--- src/rtl/level_fifo_pkg.sv ---
// level_fifo_pkg: helpers shared by level_fifo and future FIFO variants.
//   level_w - width of a level/threshold field able to hold 0..depth
//   ptr_inc - pointer increment with explicit wrap at depth-1 (non power-of-two safe)
package level_fifo_pkg;

    // Width of a level_t style field for a FIFO of the given depth.
    function automatic int unsigned level_w(input int unsigned depth);
        return 32'($clog2(depth + 1));
    endfunction

    // Increment a pointer, wrapping from depth-1 back to 0 by compare.
    function automatic logic [31:0] ptr_inc(input logic [31:0] ptr, input int unsigned depth);
        return (ptr == 32'(depth - 1)) ? 32'd0 : ptr + 32'd1;
    endfunction

endpackage

--- src/rtl/level_fifo_mem.sv ---
// Memory: FIFO storage array with byte-masked write and a head/popped read port.
//   clk            - clock, rising edge (no reset: contents are don't-care until written)
//   write_en_in    - write strobe; write_addr_in/write_data_in/write_mask_in qualify it
//   read_en_in     - pop strobe; captures the addressed entry when SHOWAHEAD=0
//   read_addr_in   - entry presented on read_data_out
//   read_data_out  - SHOWAHEAD=1: entry at read_addr_in; SHOWAHEAD=0: last captured entry
module Memory
    import level_fifo_pkg::*;
#(
    parameter int unsigned WIDTH_BYTES = 4,
    parameter int unsigned DEPTH       = 16,
    parameter int unsigned SHOWAHEAD   = 1,
    localparam int unsigned DW         = 8 * WIDTH_BYTES,
    localparam int unsigned AW         = $clog2(DEPTH)
) (
    input  logic                   clk,
    input  logic                   write_en_in,
    input  logic [AW-1:0]          write_addr_in,
    input  logic [DW-1:0]          write_data_in,
    input  logic [WIDTH_BYTES-1:0] write_mask_in,
    input  logic                   read_en_in,
    input  logic [AW-1:0]          read_addr_in,
    output logic [DW-1:0]          read_data_out
);

    logic [DW-1:0] r_mem [DEPTH];
    logic [DW-1:0] r_rd_q;
    logic [DW-1:0] w_head;

    // Byte-masked write.
    always_ff @(posedge clk) begin
        if (write_en_in) begin
            for (int b = 0; b < int'(WIDTH_BYTES); b++) begin
                if (write_mask_in[b]) begin
                    r_mem[write_addr_in][b*8 +: 8] <= write_data_in[b*8 +: 8];
                end
            end
        end
    end

    assign w_head = r_mem[read_addr_in];

    // Popped-entry capture; a same-edge write to the same slot returns the old entry.
    always_ff @(posedge clk) begin
        if (read_en_in) begin
            r_rd_q <= w_head;
        end
    end

    assign read_data_out = (SHOWAHEAD != 0) ? w_head : r_rd_q;

endmodule

--- src/rtl/level_fifo.sv ---
// level_fifo: single-clock FIFO of any depth >= 2 with occupancy counter,
// programmable almost-full/almost-empty flags and sticky overflow/underflow.
//   clk, reset                 - clock and asynchronous active-high reset
//   write_in/write_data_in     - push request and data
//   read_in/read_data_out      - pop request and head (SHOWAHEAD=1) or popped data
//   clear_in                   - synchronous flush of pointers and level
//   afull/aempty_thresh_in     - thresholds compared against the next level
//   err_clear_in               - clears sticky flags (and restarts peak tracking)
//   level_out, empty/full_out, afull/aempty_out, overflow/underflow_out - registered status
//   max_level_out              - peak level; only when LEVEL_FIFO_STATS_EN is defined, else 0
//   debugen_in                 - per-cycle trace print (simulation only)
module level_fifo
    import level_fifo_pkg::*;
#(
    parameter int unsigned FIFO_WIDTH_BYTES = 4,
    parameter int unsigned FIFO_DEPTH       = 16,
    parameter int unsigned SHOWAHEAD        = 1,
    localparam int unsigned LW              = level_w(FIFO_DEPTH)
) (
    input  logic                          clk,
    input  logic                          reset,
    input  logic                          write_in,
    input  logic [8*FIFO_WIDTH_BYTES-1:0] write_data_in,
    input  logic                          read_in,
    output logic [8*FIFO_WIDTH_BYTES-1:0] read_data_out,
    input  logic                          clear_in,
    input  logic [LW-1:0]                 afull_thresh_in,
    input  logic [LW-1:0]                 aempty_thresh_in,
    input  logic                          err_clear_in,
    output logic [LW-1:0]                 level_out,
    output logic                          empty_out,
    output logic                          full_out,
    output logic                          afull_out,
    output logic                          aempty_out,
    output logic                          overflow_out,
    output logic                          underflow_out,
    output logic [LW-1:0]                 max_level_out,
    input  logic                          debugen_in
);

    localparam int unsigned PW = $clog2(FIFO_DEPTH);

    logic [PW-1:0]               r_wp, r_rp;
    logic [PW-1:0]               w_wp_nxt, w_rp_nxt;
    logic [LW-1:0]               w_level_nxt;
    logic                        w_push, w_pop, w_ovf_evt, w_unf_evt;
    logic [FIFO_WIDTH_BYTES-1:0] w_mask;

    // Accept/reject decisions; a pop frees the slot a same-cycle push needs when full.
    assign w_push    = write_in && (!full_out || read_in) && !clear_in;
    assign w_pop     = read_in && !empty_out && !clear_in;
    assign w_ovf_evt = write_in && !w_push && !clear_in;
    assign w_unf_evt = read_in && empty_out && !clear_in;
    assign w_mask    = '1;

    // Next pointers and level.
    always_comb begin
        w_wp_nxt    = r_wp;
        w_rp_nxt    = r_rp;
        w_level_nxt = level_out;
        if (clear_in) begin
            w_wp_nxt    = '0;
            w_rp_nxt    = '0;
            w_level_nxt = '0;
        end else begin
            if (w_push) w_wp_nxt = PW'(ptr_inc(32'(r_wp), FIFO_DEPTH));
            if (w_pop)  w_rp_nxt = PW'(ptr_inc(32'(r_rp), FIFO_DEPTH));
            w_level_nxt = level_out + LW'(w_push) - LW'(w_pop);
        end
    end

    // Pointer, level and flag registers; flags derive from the next level.
    always_ff @(posedge clk or posedge reset) begin
        if (reset) begin
            r_wp          <= '0;
            r_rp          <= '0;
            level_out     <= '0;
            empty_out     <= 1'b1;
            full_out      <= 1'b0;
            afull_out     <= 1'b0;
            aempty_out    <= 1'b1;
            overflow_out  <= 1'b0;
            underflow_out <= 1'b0;
        end else begin
            r_wp          <= w_wp_nxt;
            r_rp          <= w_rp_nxt;
            level_out     <= w_level_nxt;
            empty_out     <= (w_level_nxt == '0);
            full_out      <= (w_level_nxt == LW'(FIFO_DEPTH));
            afull_out     <= (w_level_nxt >= afull_thresh_in);
            aempty_out    <= (w_level_nxt <= aempty_thresh_in);
            // A new error in the same cycle as err_clear_in keeps the flag set.
            overflow_out  <= w_ovf_evt || (overflow_out && !err_clear_in);
            underflow_out <= w_unf_evt || (underflow_out && !err_clear_in);
        end
    end

`ifdef LEVEL_FIFO_STATS_EN
    // Peak occupancy; err_clear_in restarts tracking from the current level.
    always_ff @(posedge clk or posedge reset) begin
        if (reset) begin
            max_level_out <= '0;
        end else if (err_clear_in || (w_level_nxt > max_level_out)) begin
            max_level_out <= w_level_nxt;
        end
    end
`else
    assign max_level_out = '0;
`endif

    Memory #(
        .WIDTH_BYTES (FIFO_WIDTH_BYTES),
        .DEPTH       (FIFO_DEPTH),
        .SHOWAHEAD   (SHOWAHEAD)
    ) mem (
        .clk           (clk),
        .write_en_in   (w_push),
        .write_addr_in (r_wp),
        .write_data_in (write_data_in),
        .write_mask_in (w_mask),
        .read_en_in    (w_pop),
        .read_addr_in  (r_rp),
        .read_data_out (read_data_out)
    );

`ifndef SYNTHESIS
    // Per-cycle trace.
    always_ff @(posedge clk) begin
        if (debugen_in) begin
            $display("%m: wr=%0b rd=%0b clr=%0b push=%0b pop=%0b wp=%0d rp=%0d level=%0d e=%0b f=%0b af=%0b ae=%0b ovf=%0b unf=%0b",
                     write_in, read_in, clear_in, w_push, w_pop, r_wp, r_rp, level_out,
                     empty_out, full_out, afull_out, aempty_out, overflow_out, underflow_out);
        end
    end
`endif

endmodule

--- config.mk ---
export PLATFORM = sky130hd
export DESIGN_NAME = level_fifo
export DESIGN_NICKNAME = d
export VERILOG_FILES = /design/src/rtl/level_fifo_pkg.sv /design/src/rtl/level_fifo_mem.sv /design/src/rtl/level_fifo.sv
export SDC_FILE = /design/constraint.sdc
export NUM_CORES = 1
export LEC_CHECK = 0
export BUFFER_PORTS_ARGS = -buffer_cell sky130_fd_sc_hd__buf_4
export CORE_UTILIZATION = 45
export CTS_CLUSTER_SIZE = 10
export DETAILED_ROUTE_END_ITERATION = 10
export HOLD_SLACK_MARGIN = 0.05
export SYNTH_ARGS = -nofsm -noshare
export SYNTH_HDL_FRONTEND = slang
export SYNTH_SLANG_ARGS = --single-unit
--- constraint.sdc ---
create_clock -name clk -period 4.1 [get_ports clk]
set_input_delay 0.205 -clock clk [delete_from_list [all_inputs] [get_ports clk]]
set_output_delay 0.205 -clock clk [all_outputs]
set_load 0.02 [all_outputs]
**Word-level counts from Yosys, hierarchy flattened**

Memory sizes are Yosys's and may differ from the RTL's.
Cells that the tools add are included.

- Flip-flop bits (word level): 19
- Memory bits (writable): 512
- Memories: 1

- Add/subtract/negate cells: 4
- Magnitude comparators: 2
- Equality and inequality tests: 3
- Muxes and demuxes: 9
- Reductions and logical operators: 21

Memories:

| memory | words | bits a word | read ports | clocked after memory_dff | wr ports | RTL line | source |
|---|---|---|---|---|---|---|---|
| mem.r_mem | 16 | 32 | 1 | 0 | 1 | level_fifo_mem.sv:26 | `logic [DW-1:0] r_mem [DEPTH];` |

Operators by type and width:

| operator | number |
|---|---|
| 4-bit two-way mux | 6 |
| 1-bit logical AND | 10 |
| 4-bit by 1-bit adder with 4-bit output (second input constant) | 2 |
| 4-bit == test (second input constant) | 2 |
| 5-bit by 1-bit adder with 5-bit output | 1 |
| 5-bit == test (second input constant) | 1 |
| 5-bit greater-or-equal comparator | 1 |
| 5-bit less-or-equal comparator | 1 |
| 1-bit zero test | 5 |
| 5-bit zero test | 1 |
| 5-bit two-way mux | 1 |
| 5-bit by 1-bit subtractor with 5-bit output | 1 |
| 2-bit nonzero test | 2 |
| 1-bit logical OR | 3 |
| 1-bit two-way mux | 2 |

**Longest topological paths before layout**

Gate-level depths: netlist of run 1.

- Depth in word-level cells: 8
- Gate-level depth with buffers: 17
- Mapped depth without buffers: 17

**By module**

From an unflattened synthesis of run 1, not the netlist that was laid out.

- Cell total of the unflattened synthesis: 1013
- Area total of the unflattened synthesis: 20718.6 µm²

By module, submodules not included:

| module | times used | cells an instance | area each (µm²) |
|---|---|---|---|
| Memory | 1 | 877 | 19458.7 |
| level_fifo | 1 | 136 | 1260.0 |

**Worst setup path after synthesis of run 1**

No wires, ideal clock.

- Path type: reg2reg
- From: register full_out
- To: memory mem.r_mem[0][0] in the netlist's numbering, enable pin
- Setup time: 0.461 ns
- Data arrival time: 3.360 ns
- Required time: 3.639 ns
- Path slack: 0.279 ns
- Cell stages (with the launch flop): 5
- Path buffers: 0
- Clock period less this slack: 3.821 ns
- Cells stage by stage: dfrtp_1 -> nand2b_1 -> nor3b_1 -> nand2_1 -> nor3_1

- Cells in the longest elaborated chain, start to end: 6

RTL lines:

| item | RTL line | source |
|---|---|---|
| start: declaration | level_fifo.sv:32 | `output logic full_out,` |
| start signal: assignment | level_fifo.sv:89 | `full_out <= (w_level_nxt == LW'(FIFO_DEPTH));` |
| 1-bit zero test | level_fifo.sv:50 | `assign w_push = write_in && (!full_out \|\| read_in) && !clear_in;` |
| 1-bit logical OR | level_fifo.sv:50 |  |
| 1-bit logical AND (2 in a row) | level_fifo.sv:50 |  |
| 1-bit two-way mux | level_fifo_mem.sv:32 | `if (write_en_in) begin` |
| 1-bit two-way mux (not written as such) | level_fifo_mem.sv:35 | `r_mem[write_addr_in][b*8 +: 8] <= write_data_in[b*8 +: 8];` |
| end: declaration | level_fifo_mem.sv:26 |  |

No other way between the ends.

**Worst setup path after layout of run 1**

- From: register empty_out
- To: register aempty_out

- Cells in the longest elaborated chain, start to end: 6

RTL lines:

| item | RTL line | source |
|---|---|---|
| start: declaration | level_fifo.sv:31 | `output logic empty_out,` |
| start signal: assignment | level_fifo.sv:88 | `empty_out <= (w_level_nxt == '0);` |
| 1-bit zero test | level_fifo.sv:51 | `assign w_pop = read_in && !empty_out && !clear_in;` |
| 1-bit logical AND (2 in a row) | level_fifo.sv:51 |  |
| 5-bit by 1-bit subtractor with 5-bit output | level_fifo.sv:68 | `w_level_nxt = level_out + LW'(w_push) - LW'(w_pop);` |
| 5-bit two-way mux | level_fifo.sv:61 | `if (clear_in) begin` |
| net w_level_nxt[4] | level_fifo.sv:45 | `logic [LW-1:0] w_level_nxt;` |
| 5-bit less-or-equal comparator | level_fifo.sv:91 | `aempty_out <= (w_level_nxt <= aempty_thresh_in);` |
| end signal: assignment | level_fifo.sv:91 |  |
| end: declaration | level_fifo.sv:34 | `output logic aempty_out,` |

The timed path passes the listed nets, and every way through them passes these cells.
A chain may end at the register's enable or synchronous reset.

==> results of run 1 <==
kinds of logic (layout without fill, tap and decap cells):
kind of cell / Yosys count / after routing / synth area share (%)
flip-flops: 531 / 531 / 74.9
buffers and inverters: 88 / 281 / 2.36
other: 1 / 5 / 0.0177
multiplexers: 193 / 193 / 13.1
adder cells (fa/ha/maj): 21 / 21 / 1.28
XOR/XNOR: 6 / 6 / 0.248
AND/OR/NAND/NOR: 94 / 94 / 1.92
AO/OA/AOI/OAI: 185 / 185 / 6.18
how the worst max path moves through the flow:
stage | end | slack [ps] | cells after the start
floorplan | mem.r_mem[0][0] | 280 | 4
CTS | aempty_out | 80 | 18
global placement | aempty_out | 700 | 17
global route | aempty_out | 110 | 18
finish | aempty_out | 430 | 17
detailed placement | aempty_out | 650 | 17
per-stage QoR:
stage | utilization, % | hold WS, ps | instances | worst slack (ps) | power, mW
final | 53.4 | 293 | 1923 | 430 | 12.6
after floorplan | - | 155 | 1123 | 279 | 7.46
after global placement | 48.8 | 389 | 1797 | 699 | 7.93
after global routing | 53.4 | 357 | 1923 | 111 | 13.0
after CTS | 53.3 | 291 | 1922 | 80.8 | 12.7
after detailed placement | 48.8 | 398 | 1797 | 648 | 7.95
flip-flops by register name (all words and copies together) (netlist names):
name / count
empty_out: 1
r_wp: 4
full_out: 1
mem.r_mem: 512
level_out: 5
overflow_out: 1
aempty_out: 1
afull_out: 1
underflow_out: 1
r_rp: 4
cell usage in the layout (no fill, tap or decap), types with 6 or more instances in the layout:
| cell | instances |
|---|---|
| dlygate4sd3_1 | 44 |
| nor2_1 | 13 |
| a221oi_2 | 24 |
| edfxtp_1 | 512 |
| clkbuf_16 | 61 |
| ha_1 | 20 |
| mux2i_1 | 97 |
| nand2b_1 | 6 |
| nor2_4 | 12 |
| a22oi_1 | 32 |
| clkbuf_1 | 12 |
| o21ai_0 | 68 |
| mux2_2 | 30 |
| dfrtp_1 | 14 |
| a21oi_1 | 42 |
| nand2_1 | 47 |
| a221oi_1 | 8 |
| buf_4 | 129 |
| mux4_2 | 64 |
| inv_1 | 24 |
layer usage:
metal | global-route usage, % | vias up | share of wire (%)
li1 | - | 4830 | -
met3 | 2.88 | 65 | 4.5
met1 | 27.2 | 5539 | 46
met4 | 5.46 | 0 | 1.9
met2 | 30.5 | 237 | 48
met5 | 0 | - | 0
report_power, final:
part	internal, mW	switching (mW)	total (mW)
logic	0.841	0.935	1.78
clock network	2.72	1.95	4.67
registers	6.05	0.0590	6.11
final cells by class:
class | count | area share [%]
Inverter | 24 | 0.363
Sequential cell | 531 | 64.0
Clock inverter | 7 | 0.257
Tap cell | 607 | 3.06
Multi-Input combinational cell | 504 | 20.0
Timing Repair Buffer | 176 | 5.93
Clock buffer | 74 | 6.40
what timing repair did:
action,CTS,global route
endpoints found under the setup margin,0,2
resized for setup,0,2
hold buffers,44,0
endpoints found under the hold margin,547,0
buffers inserted,0,1
critical path: cells and delay by family, from the launching register on:
kind            cells  cell delay [ps]
compound gates      3              260
xor+xnor            1              270
fa+ha+maj           4             1170
buf+inv             4              760
flops               1              560
simple gates        5              600
==> out/results.txt, run 1 <==
CP endpoint kind: register
r2r setup slk: 430 ps
#FFs+latches synth: 531
P&R area growth vs syn: 17.1%
Nets: 1367
Placer Congestion: 0.729
Hold/Removal Path Class: in2async
area of the multi-input gates: 4960 sq um
filler cell count: 3689
CP max-delay cell: dlygate4sd3_1
die footprint: 47900 sq um
sequential cell area fraction in the yosys report: 74.9%
Layout Skew: 21.1 ps
final hold violation count: 0
final WL: 44.6 mm
Critical Path Source Type: register
Initial Util: 45.6%
H-tree depth: 2
Slew Viols, Final: 0
starting DRC count in detailed routing: 772
Clock Latency Late Sink: 610 ps
Via Count: 10671
Reg area: 15900 sq um
most frequent cells after synthesis: edfxtp_1 (512), mux2i_1 (97), o21ai_0 (68)
FF-to-FF Start: empty_out
Worst Path Required: 4650 ps
maxcap violations: 0
Residual DRC: 0
first-pass GRT wire length: 67.6 mm
YS warnings: 0
Die Y-Extent: 219 microns
Max stage delay on crit path: 570 ps
Vias per Instance: 5.55
run status: complete, no violations
Rows: 79
Port Buffers: 90
predominant post-synthesis flop cell: edfxtp_1
wire per inst: 23.2 microns
Clock Tree Root: clkbuf_16
largest net degree at the start of global routing: 68
post-route ant nets: 0
clock tree buffer depth: 3
Clock transition at path regs: 50 ps
# setup viols final: 0
share of cells above drive strength 1: 25.9%
Die Wd: 219 microns
Synth Area per Inst: 18.9 sq um
vias in the first global route: 11023
Post-synth ARST share: 3.58%
data arrival time of the critical path: 4220 ps
RSZ-0062 raised after global routing: false
Reg-to-Reg End: aempty_out
Reg2Reg Depth: 17
Pwr Density: 507 nW/um^2
initial antenna violation count: 0
CTS tree: done
biggest area consumer among synthesized cells: edfxtp_1
global route total overflow: 0
Worst IR Drop VDD: 405 uV
actual slew at the worst max-slew pin: 960 ps
Area contributors post-synth: edfxtp_1 (73%), mux4_2 (6.8%), mux2i_1 (4.6%)
placed inst area: 22700 sq um
drt pass-1 iters: 5
final instance area: 24800 sq um
EDFF count, synth: 512
Crit. Startpoint: empty_out
crit path max fanout: 4
min Tclk post-route: 3670 ps
Synth cell types: 44
Post-Synthesis Cells: 1119
core box area: 46500 sq um
num ports: 97
GRT Overall Usage: 19.1%
Peak Freq: 0.273 GHz
most frequent cell after synthesis: edfxtp_1
diode count: 0
cts bufs inserted: 60
post-synth top area share: 72.6%
HPWL Detailed: 25.1 mm
Worst slew margin: 36.0%
final period utilization: 89.5%
clock sink count: 531
P_leak: 8.16 nW
Synth Cell Area: 21200 sq um
setup TNS: 0 ps
Crit Path Class: reg2reg
worst-path cell chain: nand2b_1 -> nor2_1 -> ha_1 -> inv_1 -> ha_1 -> inv_1 -> fa_1 -> inv_1 -> a21o_1 -> a21oi_1 -> xnor2_1 -> nor2_1 -> ha_1 -> and4_1 -> nand2_1 -> o211ai_1 -> dlygate4sd3_1
(Power assumes the default switching activity.)
==> run 2: changes to the inputs <==
--- a/config.mk
+++ b/config.mk
@@ -11,4 +11,5 @@
 export DETAILED_ROUTE_END_ITERATION = 10
 export HOLD_SLACK_MARGIN = 0.05
+export SETUP_SLACK_MARGIN = 0.05
 export SYNTH_ARGS = -nofsm -noshare
 export SYNTH_HDL_FRONTEND = slang
==> constraint.sdc (replaced) <==
create_clock -name clk -period 4.1 [get_ports clk]
set_input_delay 0.82 -clock clk [delete_from_list [all_inputs] [get_ports clk]]
set_output_delay 0.82 -clock clk [all_outputs]
set_load 0.02 [all_outputs]
==> run 2 against run 1 <==
Compared with the run above:
- critical path depth is 12 lower
- clock power is 3% lower
- clock skew about the same
- largest power group unchanged
- die area is the same
- sequential share of layout area increased by 1.2 points
- sequential power is essentially flat
==> out/results.txt, run 2 (synthesis gave the netlist of run 1 again) <==
run status: complete, no violations
CTS Hold Bufs: 0
Nets: 1314
Die Y-Extent: 219 microns
Final Power: 12.4 mW
Pwr Density: 508 nW/um^2
Critical Path Source Type: register
Crit Path Class: reg2out
Psw: 2.95 mW
final hold violation count: 0
Worst Path Required: 3280 ps
CP endpoint kind: output pin
starting DRC count in detailed routing: 729
clock sink count: 531
crit path max fanout: 51
Rows: 79
Initial Util: 45.6%
max reg flops: 512
largest reg by FF count: mem.r_mem
share of cells above drive strength 1: 26.3%
initial antenna violation count: 1
cts bufs inserted: 59
Power Internal: 9.42 mW
Hold/Removal Path Class: in2async
P&R area growth vs syn: 15.0%
setup TNS: 0 ps
Clock transition at path regs: 60 ps
first-pass GRT wire length: 68.5 mm
num ports: 97
biggest regs: mem.r_mem (512), level_out (5)
Flop pwr share: 49.5%
clock tree buffer depth: 3
Via Count: 10576
final period utilization: 94.5%
Sw Share: 23.8%
P_leak: 7.89 nW
Worst IR Drop VDD: 338 uV
Residual DRC: 0
final WL: 45.2 mm
largest net degree at the start of global routing: 52
Slew Viols, Final: 0
Placer Congestion: 0.720
Die Wd: 219 microns
data arrival time of the critical path: 3050 ps
# setup viols final: 0
most frequent cells in the layout: edfxtp_1 (512), buf_4 (113), mux2i_1 (97)
Clock power frac: 36.6%
Vias per Instance: 5.66
Clock Latency Late Sink: 610 ps
Clock Tree Root: clkbuf_16
min Tclk post-route: 3870 ps
filler cell count: 3711
Layout Skew: 20.8 ps
maxcap violations: 0
most common cell after layout, fill and taps aside: edfxtp_1
post-route ant nets: 0
Worst slew margin: 41.9%
GRT Overall Usage: 19.6%
Peak Freq: 0.258 GHz
actual slew at the worst max-slew pin: 871 ps
Port Buffers: 90
CTS tree: done
H-tree depth: 2
Combinational Power Share: 13.9%
HPWL Detailed: 24.1 mm
die footprint: 47900 sq um
RSZ-0062 raised after global routing: false
vias in the first global route: 10920
drt pass-1 iters: 5
wire per inst: 24.2 microns
global route total overflow: 0
core box area: 46500 sq um
run 2: changes by cell type in the layout (fill, tap and decap cells not counted), moves of 2 or more:
cell and change:
dlygate4sd3_1 -44, buf_4 -16, buf_12 +8, nor3_2 -4, nor3_4 +4, clkinv_1 -3, clkbuf_16 -2, diode_2 +2
run 2: through the flow:
stage / utilization [%] / cells / hold slack (ps) / setup WS [ps] / cell area, sq um
6_report: 52.4 / 1869 / 333 / 226 / 24400
5_1_grt: 52.4 / 1868 / 391 / 63.2 / 24300
4_1_cts: 52.4 / 1867 / 351 / 152 / 24300
3_5_place_dp: 49.0 / 1790 / 518 / 290 / 22800
3_3_place_gp: 49.0 / 1790 / 511 / 391 / 22800
2_1_floorplan: - / 1123 / 563 / 554 / 21200
run 2: final timing paths:
path	to	slack (ps)	depth (start not counted)	startpoint
hold reg to reg	underflow_out	530	2	underflow_out
setup / recovery	read_data_out[11]	230	5	r_rp[1]
setup reg to reg	aempty_out	900	17	full_out
max in group asynchronous	r_rp[1]	3220	2	reset
min in group clk	overflow_out	400	2	err_clear_in
hold / removal	r_rp[0]	330	2	reset
run 2: layer usage:
metal	GRT usage (%)	part of all wire (%)
met1	26.7	44
met2	32.2	49
met3	3.38	4.7
met4	5.79	1.8
met5	0	0
run 2: repair_timing:
action,in CTS,in global routing
hold endpoints to repair,0,0
gates resized for setup,1,0
setup buffers,0,0
setup endpoints to repair,4,0
run 2: power by group through the flow:
stage,clock network [mW],registers (mW),logic (mW)
floorplan,0,6.24,1.22
global placement,0,6.24,1.71
detailed placement,0,6.24,1.74
CTS,4.63,6.13,1.75
global route,4.82,6.14,1.88
finish,4.53,6.13,1.72
run 2: worst max-delay path: stages, from the launching register on:
cell and delay [ps]:
dfrtp_4 690, buf_4 780, mux4_2 410, a22oi_1 200, nand2_1 150, buf_4 190
run 2: cell type report:
class,count,area (sq um),share of cell area (%)
antenna,2,5.00,0.0206
clock buffer,72,1530,6.26
clock inverter,5,65.1,0.267
inverter,24,90.1,0.370
multi-input combinational,504,4970,20.4
sequential,531,15900,65.1
tap,607,759,3.12
timing repair buffer,124,1070,4.39
